### config.mk
export PLATFORM = sky130hd
export DESIGN_NAME = ctrl_sequencer
export DESIGN_NICKNAME = d
export VERILOG_FILES = /design/src/rtl/ctrl_pkg.sv /design/src/rtl/ctrl_decode_tbl.sv /design/src/rtl/ctrl_sequencer.sv
export SDC_FILE = /design/constraint.sdc
export NUM_CORES = 1
export LEC_CHECK = 0
export ABC_CLOCK_PERIOD_IN_PS = 3000
export CAP_MARGIN = 20
export CORE_MARGIN = 2
export CORE_UTILIZATION = 51
export CTS_CLUSTER_DIAMETER = 60
export CTS_CLUSTER_SIZE = 16
export DETAILED_ROUTE_END_ITERATION = 6
export PLACE_DENSITY_LB_ADDON = 0.1
export SETUP_SLACK_MARGIN = 0.5
export SKIP_CTS_REPAIR_TIMING = 1
export SLEW_MARGIN = 0
export SYNTH_ARGS = -nofsm -noshare
export SYNTH_HDL_FRONTEND = slang
export SYNTH_SLANG_ARGS = --single-unit
### constraint.sdc
create_clock -name clk -period 3 [get_ports clk]
set_clock_uncertainty 0.15 [all_clocks]
set_input_delay 0.45 -clock clk [delete_from_list [all_inputs] [get_ports clk]]
set_output_delay 0.45 -clock clk [all_outputs]
set_load 0.05 [all_outputs]
### src/rtl/ctrl_pkg.sv
// ============================================================================
//  Module   : ctrl_pkg
//  Purpose  : Shared definitions for the control sequencer: opcode map,
//             ALU operation codes, sequencer states, flag bit positions and
//             the decoded instruction-class bundle.
//  Ports    : none (package)
//  Revision : 1.0  initial release
// ============================================================================
`default_nettype none

package ctrl_pkg;

  // Architectural opcode map (4-bit core encoding).
  typedef enum logic [3:0] {
    OP_JMP  = 4'b0000,
    OP_JEQ  = 4'b0001,
    OP_JNE  = 4'b0010,
    OP_JLT  = 4'b0011,
    OP_JGE  = 4'b0100,
    OP_ADD  = 4'b0101,
    OP_XOR  = 4'b0110,
    OP_SUB  = 4'b0111,
    OP_LD   = 4'b1000,
    OP_STR  = 4'b1001,
    OP_MOVF = 4'b1010,
    OP_CMP  = 4'b1100,
    OP_LSL  = 4'b1101,
    OP_MOVI = 4'b1110
  } opcode_e;

  // ALU operation codes; all ones is pass-through.
  localparam logic [2:0] ALU_ADD  = 3'd0;
  localparam logic [2:0] ALU_SUB  = 3'd1;
  localparam logic [2:0] ALU_XOR  = 3'd2;
  localparam logic [2:0] ALU_LSL  = 3'd3;
  localparam logic [2:0] ALU_PASS = 3'd7;

  // Sequencer states, binary encoded.
  typedef enum logic [2:0] {
    ST_FETCH  = 3'd0,
    ST_DECODE = 3'd1,
    ST_EXEC   = 3'd2,
    ST_MEM    = 3'd3,
    ST_WB     = 3'd4
  } state_e;

  // Bit positions inside the {N,Z} flag vector.
  localparam int FLAG_Z = 0;
  localparam int FLAG_N = 1;

  // What EXEC does with the current instruction. Exactly one bit is set.
  typedef struct packed {
    logic wb;    // ALU result / MOVF / MOVI / LSL goes to write-back
    logic ld;    // memory read
    logic st;    // memory write
    logic cmp;   // flag update only
    logic jump;  // conditional or unconditional jump
    logic ill;   // undefined opcode
  } op_class_t;

endpackage

`default_nettype wire

### src/rtl/ctrl_decode_tbl.sv
// ============================================================================
//  Module   : ctrl_decode_tbl
//  Purpose  : Purely combinational opcode-to-control table.
//  Ports    : op       in   opcode (OPW >= 4; any set bit above bit 3
//                            makes the opcode illegal)
//             alu_op   out  ALU operation code
//             alu_src  out  1 = immediate operand
//             movf     out  write-back source is the flag register
//             cls      out  instruction class for the sequencer
//  Revision : 1.0  initial release
// ============================================================================
`default_nettype none

module ctrl_decode_tbl
  import ctrl_pkg::*;
#(
  parameter int OPW    = 4,
  parameter int ALUOPW = 3
) (
  input  logic [OPW-1:0]    op,
  output logic [ALUOPW-1:0] alu_op,
  output logic              alu_src,
  output logic              movf,
  output op_class_t         cls
);

  logic [3:0] op_lo;
  logic       hi_zero;

  always_comb begin
    op_lo   = op[3:0];
    hi_zero = ((op >> 4) == '0);
    alu_op  = '1;
    alu_src = 1'b0;
    movf    = 1'b0;
    cls     = '0;
    if (!hi_zero) begin
      cls.ill = 1'b1;
    end else begin
      case (op_lo)
        OP_JMP, OP_JEQ, OP_JNE, OP_JLT, OP_JGE: cls.jump = 1'b1;
        OP_ADD: begin alu_op = ALUOPW'(ALU_ADD); cls.wb = 1'b1; end
        OP_XOR: begin alu_op = ALUOPW'(ALU_XOR); cls.wb = 1'b1; end
        OP_SUB: begin alu_op = ALUOPW'(ALU_SUB); cls.wb = 1'b1; end
        // Loads and stores use the adder for base+offset addressing.
        OP_LD:  begin alu_op = ALUOPW'(ALU_ADD); cls.ld = 1'b1; end
        OP_STR: begin alu_op = ALUOPW'(ALU_ADD); cls.st = 1'b1; end
        OP_MOVF: begin movf = 1'b1; cls.wb = 1'b1; end
        OP_CMP: begin alu_op = ALUOPW'(ALU_SUB); cls.cmp = 1'b1; end
        OP_LSL: begin
          alu_op  = ALUOPW'(ALU_LSL);
          alu_src = 1'b1;
          cls.wb  = 1'b1;
        end
        OP_MOVI: begin alu_src = 1'b1; cls.wb = 1'b1; end
        default: cls.ill = 1'b1;
      endcase
    end
  end

endmodule

`default_nettype wire

### src/rtl/ctrl_sequencer.sv
// ============================================================================
//  Module   : ctrl_sequencer
//  Purpose  : Multi-cycle instruction sequencer FETCH/DECODE/EXEC/MEM/WB with
//             flag register, bounded memory wait and illegal-opcode trap.
//  Ports    : clk, rst_n                   clock, async active-low reset
//             instr_valid/instr_op/instr_ready   opcode handshake
//             alu_flags                    {N,Z} from ALU, sampled in EXEC
//             mem_ack                      memory access complete
//             alu_op/alu_src/movf          registered datapath controls
//             rd_mem/wr_mem                memory requests, held until ack
//             reg_write, pc_load           one-cycle strobes
//             flags_q                      latched {N,Z}
//             illegal, mem_err             one-cycle error pulses
//  Revision : 1.0  initial release
// ============================================================================
`default_nettype none

module ctrl_sequencer
  import ctrl_pkg::*;
#(
  parameter int OPW         = 4,
  parameter int ALUOPW      = 3,
  parameter int MEM_TIMEOUT = 15
) (
  input  logic              clk,
  input  logic              rst_n,
  input  logic              instr_valid,
  input  logic [OPW-1:0]    instr_op,
  output logic              instr_ready,
  input  logic [1:0]        alu_flags,
  input  logic              mem_ack,
  output logic [ALUOPW-1:0] alu_op,
  output logic              alu_src,
  output logic              rd_mem,
  output logic              wr_mem,
  output logic              reg_write,
  output logic              movf,
  output logic              pc_load,
  output logic [1:0]        flags_q,
  output logic              illegal,
  output logic              mem_err
);

  localparam int CNTW = (MEM_TIMEOUT < 1) ? 1 : $clog2(MEM_TIMEOUT + 1);
  localparam logic [CNTW-1:0] CNT_MAX = CNTW'(MEM_TIMEOUT);

  state_e            state_q, state_d;
  logic [OPW-1:0]    op_q, op_d;
  logic [ALUOPW-1:0] alu_op_q, alu_op_d;
  logic              alu_src_q, alu_src_d;
  logic              movf_q, movf_d;
  logic [1:0]        flags_d;
  logic [CNTW-1:0]   cnt_q, cnt_d;

  logic [ALUOPW-1:0] tbl_alu_op;
  logic              tbl_alu_src;
  logic              tbl_movf;
  op_class_t         cls;
  logic              jump_taken;

  // The table always looks at the latched opcode, so its outputs are stable
  // from DECODE until the instruction retires.
  ctrl_decode_tbl #(
    .OPW    (OPW),
    .ALUOPW (ALUOPW)
  ) u_decode_tbl (
    .op      (op_q),
    .alu_op  (tbl_alu_op),
    .alu_src (tbl_alu_src),
    .movf    (tbl_movf),
    .cls     (cls)
  );

  // Jump conditions use the latched flags, never the live ALU flags.
  always_comb begin
    case (op_q[3:0])
      OP_JMP:  jump_taken = 1'b1;
      OP_JEQ:  jump_taken = flags_q[FLAG_Z];
      OP_JNE:  jump_taken = !flags_q[FLAG_Z];
      OP_JLT:  jump_taken = flags_q[FLAG_N];
      OP_JGE:  jump_taken = !flags_q[FLAG_N];
      default: jump_taken = 1'b0;
    endcase
  end

  always_comb begin
    state_d     = state_q;
    op_d        = op_q;
    alu_op_d    = alu_op_q;
    alu_src_d   = alu_src_q;
    movf_d      = movf_q;
    flags_d     = flags_q;
    cnt_d       = cnt_q;
    instr_ready = 1'b0;
    rd_mem      = 1'b0;
    wr_mem      = 1'b0;
    reg_write   = 1'b0;
    pc_load     = 1'b0;
    illegal     = 1'b0;
    mem_err     = 1'b0;
    case (state_q)
      ST_FETCH: begin
        instr_ready = 1'b1;
        if (instr_valid) begin
          op_d    = instr_op;
          state_d = ST_DECODE;
        end
      end
      ST_DECODE: begin
        alu_op_d  = tbl_alu_op;
        alu_src_d = tbl_alu_src;
        movf_d    = tbl_movf;
        state_d   = ST_EXEC;
      end
      ST_EXEC: begin
        state_d = ST_FETCH;
        if (cls.ill) begin
          illegal = 1'b1;
        end else if (cls.jump) begin
          pc_load = jump_taken;
        end else if (cls.cmp) begin
          flags_d = alu_flags;
        end else if (cls.ld || cls.st) begin
          cnt_d   = '0;
          state_d = ST_MEM;
        end else if (cls.wb) begin
          state_d = ST_WB;
        end
      end
      ST_MEM: begin
        rd_mem = cls.ld;
        wr_mem = cls.st;
        // Saturating: the counter never wraps even if held at the limit.
        if (cnt_q != CNT_MAX) cnt_d = cnt_q + CNTW'(1);
        // An ack arriving on the timeout cycle still wins.
        if (mem_ack) begin
          state_d = cls.ld ? ST_WB : ST_FETCH;
        end else if (cnt_q == CNT_MAX) begin
          mem_err = 1'b1;
          state_d = ST_FETCH;
        end
      end
      ST_WB: begin
        reg_write = 1'b1;
        state_d   = ST_FETCH;
      end
      default: state_d = ST_FETCH;
    endcase
  end

  // Request lines decode directly from state_q, so the async reset drops
  // them immediately without waiting for a clock edge.
  always_ff @(posedge clk or negedge rst_n) begin
    if (!rst_n) begin
      state_q   <= ST_FETCH;
      op_q      <= '0;
      alu_op_q  <= '1;
      alu_src_q <= 1'b0;
      movf_q    <= 1'b0;
      flags_q   <= 2'b00;
      cnt_q     <= '0;
    end else begin
      state_q   <= state_d;
      op_q      <= op_d;
      alu_op_q  <= alu_op_d;
      alu_src_q <= alu_src_d;
      movf_q    <= movf_d;
      flags_q   <= flags_d;
      cnt_q     <= cnt_d;
    end
  end

  assign alu_op  = alu_op_q;
  assign alu_src = alu_src_q;
  assign movf    = movf_q;

endmodule

`default_nettype wire

Word level (Yosys, flattened, before mapping)
Index checks and enable logic that the tools add are counted.
{ "classes": {"n_addsub": 1, "eq_ne": 26, "mux": 37, "bitwise_logic": 1, "n_reduce_logical": 16} }
{ "op_table": {"columns": ["op", "n"], "rows": [
  ["$eq A4 B4 Y1 const B", 7],
  ["$mux W3", 9],
  ["$pmux W3 S4", 2],
  ["$mux W4", 5],
  ["$mux W1", 19],
  ["$eq A4 B3 Y1 const B", 4],
  ["$reduce_or A14 Y1", 1],
  ["$ne A2 B2 Y1 const B", 6],
  ["$eq A4 B2 Y1 const B", 2],
  ["$pmux W4 S2", 1],
  ["$eq A3 B2 Y1 const B", 2],
  ["$reduce_and A6 Y1", 1],
  ["$reduce_or A6 Y1", 1],
  ["$pmux W1 S5", 1],
  ["$reduce_or A5 Y1", 1],
  ["$add A4 B1 Y4 const B", 1],
  ["$eq A4 B1 Y1 const B", 1],
  ["$logic_not A4 Y1", 1],
  ["$ne A4 B4 Y1 const B", 1],
  ["$reduce_and A2 Y1", 2],
  ["$reduce_and A4 Y1", 1],
  ["$reduce_or A2 Y1", 2],
  ["$eq A3 B1 Y1 const B", 1],
  ["$eq A3 B3 Y1 const B", 1],
  ["7 further kinds", 8]
]} }
{ "totals": {"regBits": 18, "out_inout_bits": 14} }

Longest topological paths before layout
{ "depth": {"depth_word": 9, "ltp_mapped": 5, "ltp_nobuf": 4} }

Hierarchy
From an unflattened synthesis, not the netlist that was laid out.
{ "unflattened": {"cells_unflattened": 110, "hier_area_um2": 1151.1} }
{ "modules_own_cells": {"columns": ["module", "instances", "cells_per_inst", "area_per_inst_um2", "seq_area_each_um2"], "rows": [
  ["ctrl_sequencer", 1, 84, 974.7, 454.2],
  ["ctrl_decode_tbl", 1, 26, 176.4, 0.0]
]} }

Worst setup path after synthesis
OpenSTA, ideal clock, no wires.
{ "synth_path": {"kind": "register to output", "from": "reg op_q[0]", "to": "out wr_mem", "arrival_ns": 2.270, "required_ns": 2.400, "slack_ns": 0.130, "path_stages_with_launch": 4, "path_buffers": 1, "cell_sequence": "dfrtp_1 > clkbuf_1 > inv_1 > nor4_1"} }
{ "synth_between": {"elab_chain_len": 3} }
{ "synth_rtl": {"columns": ["element", "line", "source"], "rows": [
  ["start, declared", "ctrl_sequencer.sv:48", "logic [OPW-1:0] op_q, op_d;"],
  ["start signal, assigned", "ctrl_sequencer.sv:164", "op_q <= op_d;"],
  ["$eq A4 B4 Y1", "ctrl_decode_tbl.sv:40", "case (op_lo)"],
  ["$mux W1", "ctrl_decode_tbl.sv:40", null],
  ["$mux W1", "ctrl_sequencer.sv:101", "case (state_q)"],
  ["end, declared", "ctrl_sequencer.sv:35", "output logic wr_mem,"]
]} }
No other way between the ends.

Worst setup path after layout
{ "layout_path": {"from": "reg state_q[2]", "to": "out rd_mem"} }
{ "layout_between": {"elab_chain_len": 2} }
{ "layout_rtl": {"columns": ["element", "line", "source"], "rows": [
  ["start, declared", "ctrl_sequencer.sv:47", "state_e state_q, state_d;"],
  ["start signal, assigned", "ctrl_sequencer.sv:163", "state_q <= state_d;"],
  ["$eq A3 B2 Y1", "ctrl_sequencer.sv:101", null],
  ["$mux W1", "ctrl_sequencer.sv:101", null],
  ["end, declared", "ctrl_sequencer.sv:34", "output logic rd_mem,"]
]} }
No other way between the ends.

==> metrics.txt <==
DR WL/cell 13.0 µm; GRT Overall Usage 20.9%; Syn. warnings 0; Die W 48.1 µm; post-synth cell types 36; switch share 47.6%; share of the synthesized area in the top cell type 37.8%; Worst Hold Endpoint alu_op[1]; Reg power frac 35.1%; reg2reg path depth 3; Num CTS Buffers 3; Worst Hold Depth 2; Combinational Power Share 54.5%; top post-synthesis cells by count dfrtp_1, nand2_1, o21ai_0; final number of hold-violating endpoints 0; flop-to-flop setup slack 0.85 ns; starting density of the core 55.7%; fin crit period 2.57 ns; Achievable Freq 0.389 GHz; Max VDD drop 619 µV; RSZ-0062 raised after global routing yes; post-place setup slack 0.394 ns; core area 0.00178 mm²; Sink Count 18; Vias per Instance 5.68; H-tree Lvls 1; Ant. Diodes 0; Final setup viols 0; Max Slew Vio Count 0; synthesis-stage register bit count 18; Max-slew headroom 47.7%; CP max FO 8; post-route design area 0.00127 mm²; most frequent cell after synthesis dfrtp_1; DRT Wirelength 1.94 mm; Pwr Density 1130 mW/mm²; area delta synth->final 27.8%; # DRC 0; RePlAce Congestion 0.780; P_int 751 µW; Most used DFF post-synth dfrtp_1; crit-path max cell delay 0.49 ns; Critical path buffers and inverters 1; Min-Delay Path Class register to register; cell chain of the critical path nand3b_1 -> nor4_1 -> dlymetal6s2s_1; Crit Path Category register to output pin; Clock Path Buffers 2; Clk Latency, worst-skew pair 0.29 ns; Avg Cell Area, Syn 9.84 µm²; post-route ant nets 0; clock share of power 10.4%; worst reg2reg endpoint flags_q[1]; pin count of the biggest net entering global routing 19; Worst setup SP type register; period utilization 85.8%; Critical R2R Launch state_q[0]; Setup crit start state_q[2]; Worst path top cell family by delay simple AND/OR/NAND/NOR gates; Post-Route Setup TNS 0 ns; FILL cells 141; drt first pass iters 4; critical path capture point type output pin; CTS tree built; FP Rows 15; placed cell area 0.00124 mm²; hold path start alu_op[1]; Area contributors post-synth dfrtp_1, dfstp_2, o21ai_0, nand2_1, mux2i_1; Post-synth ARST share 100%; Setup WS post-layout 0.427 ns; outcome finished, final reports clean; layout cells sized above 1 15.3%; initial antenna violation count 0; net load switching power 682 µW; post-synth top area cell dfrtp_1; Port Buffers 23; worst slew pin tran 0.782 ns; Root Buffer clkbuf_4; Max Cap Viol 0; die area 0.00232 mm²; first-pass GRT wire length 3.31 mm; Mapped Area 993 µm²; sequential-to-total area share from yosys stat 45.7%; Boundary Pins 24; Cells after Synth 101; leakage power 0.000583 µW; CP Data Required Time 2.40 ns; arrival time at the worst endpoint 1.97 ns; syn nets 112; Die Y 48.1 µm; Vias 846; Clock Pin Slew Worst Setup and Hold Paths 0.10 ns; vias in the first global route 743; Critical-path top delay cell dlymetal6s2s_1; gr ovfl total 0; 1st-iter DRT viols 18; Net count, final 136; DP HPWL 1.40 mm; EDFF count, synth 0
## sequential cells by signal (all words and copies together) (netlist names)
register and cells:
alu_op 3, alu_src 1, cnt_q 4, flags_q 2, movf 1, op_q 4
state_q 3
## worst register-to-register path, cell delays in order (launching register included)
cell	delay (ns)
dfrtp_1	0.46
or3b_1	0.56
or4_4	0.57
mux2_4	0.31
## final cells by class
cell class / instances / area (µm²) / area share (%)
Multi-Input combinational cell: 74 / 499 / 39.3
Timing Repair Buffer: 25 / 238 / 18.7
Sequential cell: 18 / 454 / 35.8
Tap cell: 25 / 31.3 / 2.46
Clock buffer: 4 / 36.3 / 2.86
Inverter: 3 / 11.3 / 0.887
## worst max path at each step
stage	endpoint	depth (start not counted)	slack (ns)
detailed placement	rd_mem	3	0.39
floorplan	wr_mem	3	0.13
global route	rd_mem	3	0.33
global placement	mem_err	3	0.41
finish	rd_mem	3	0.43
CTS	pc_load	3	0.06
## through the flow
stage,total power [µW],hold slack [ns],utilization (%),cells
after floorplan,1080,0.00441,-,101
after global placement,1280,0.314,69.6,145
after detailed placement,1290,0.321,69.6,145
after CTS,1450,0.337,71.6,149
after global routing,1540,0.360,71.2,149
final,1430,0.332,71.2,149
## power groups by stage
stage	logic, µW	clock network (µW)	registers [µW]
CTS	791	154	501
floorplan	463	0	615
global route	851	165	527
global placement	779	0	500
detailed placement	785	0	504
finish	781	149	503
## logic make-up after synthesis
group / after synthesis / synth area share, %
mux: 7 / 8.31
xor+xnor: 1 / 0.882
simple gates: 42 / 23.6
fa+ha+maj: 1 / 1.26
buf+inv: 9 / 4.53
flops: 18 / 45.7
compound gates: 23 / 15.7
## per-layer routing
metal / routed length (µm) / vias to the layer above / track usage [%]
met3: 90 / 2 / 4.44
met2: 848 / 25 / 30.9
li1: - / 416 / -
met4: 15 / 0 / 6.49
met5: 0 / - / 0
met1: 983 / 403 / 30.8
## placed cells by master (no fill, tap or decap), types with 3 or more instances in the layout
cell type / count
clkbuf_2: 3
nand3_1: 5
o221ai_1: 3
nand2_1: 10
clkbuf_4: 3
nor3_1: 3
inv_1: 3
o2bb2ai_1: 3
mux2i_1: 3
nor2_1: 6
o21ai_0: 8
nand2b_1: 4
clkdlybuf4s50_1: 17
o31ai_1: 3
dfrtp_1: 15
dlymetal6s2s_1: 3
dfstp_2: 3
No activity file was read; power rests on OpenSTA's default activity.
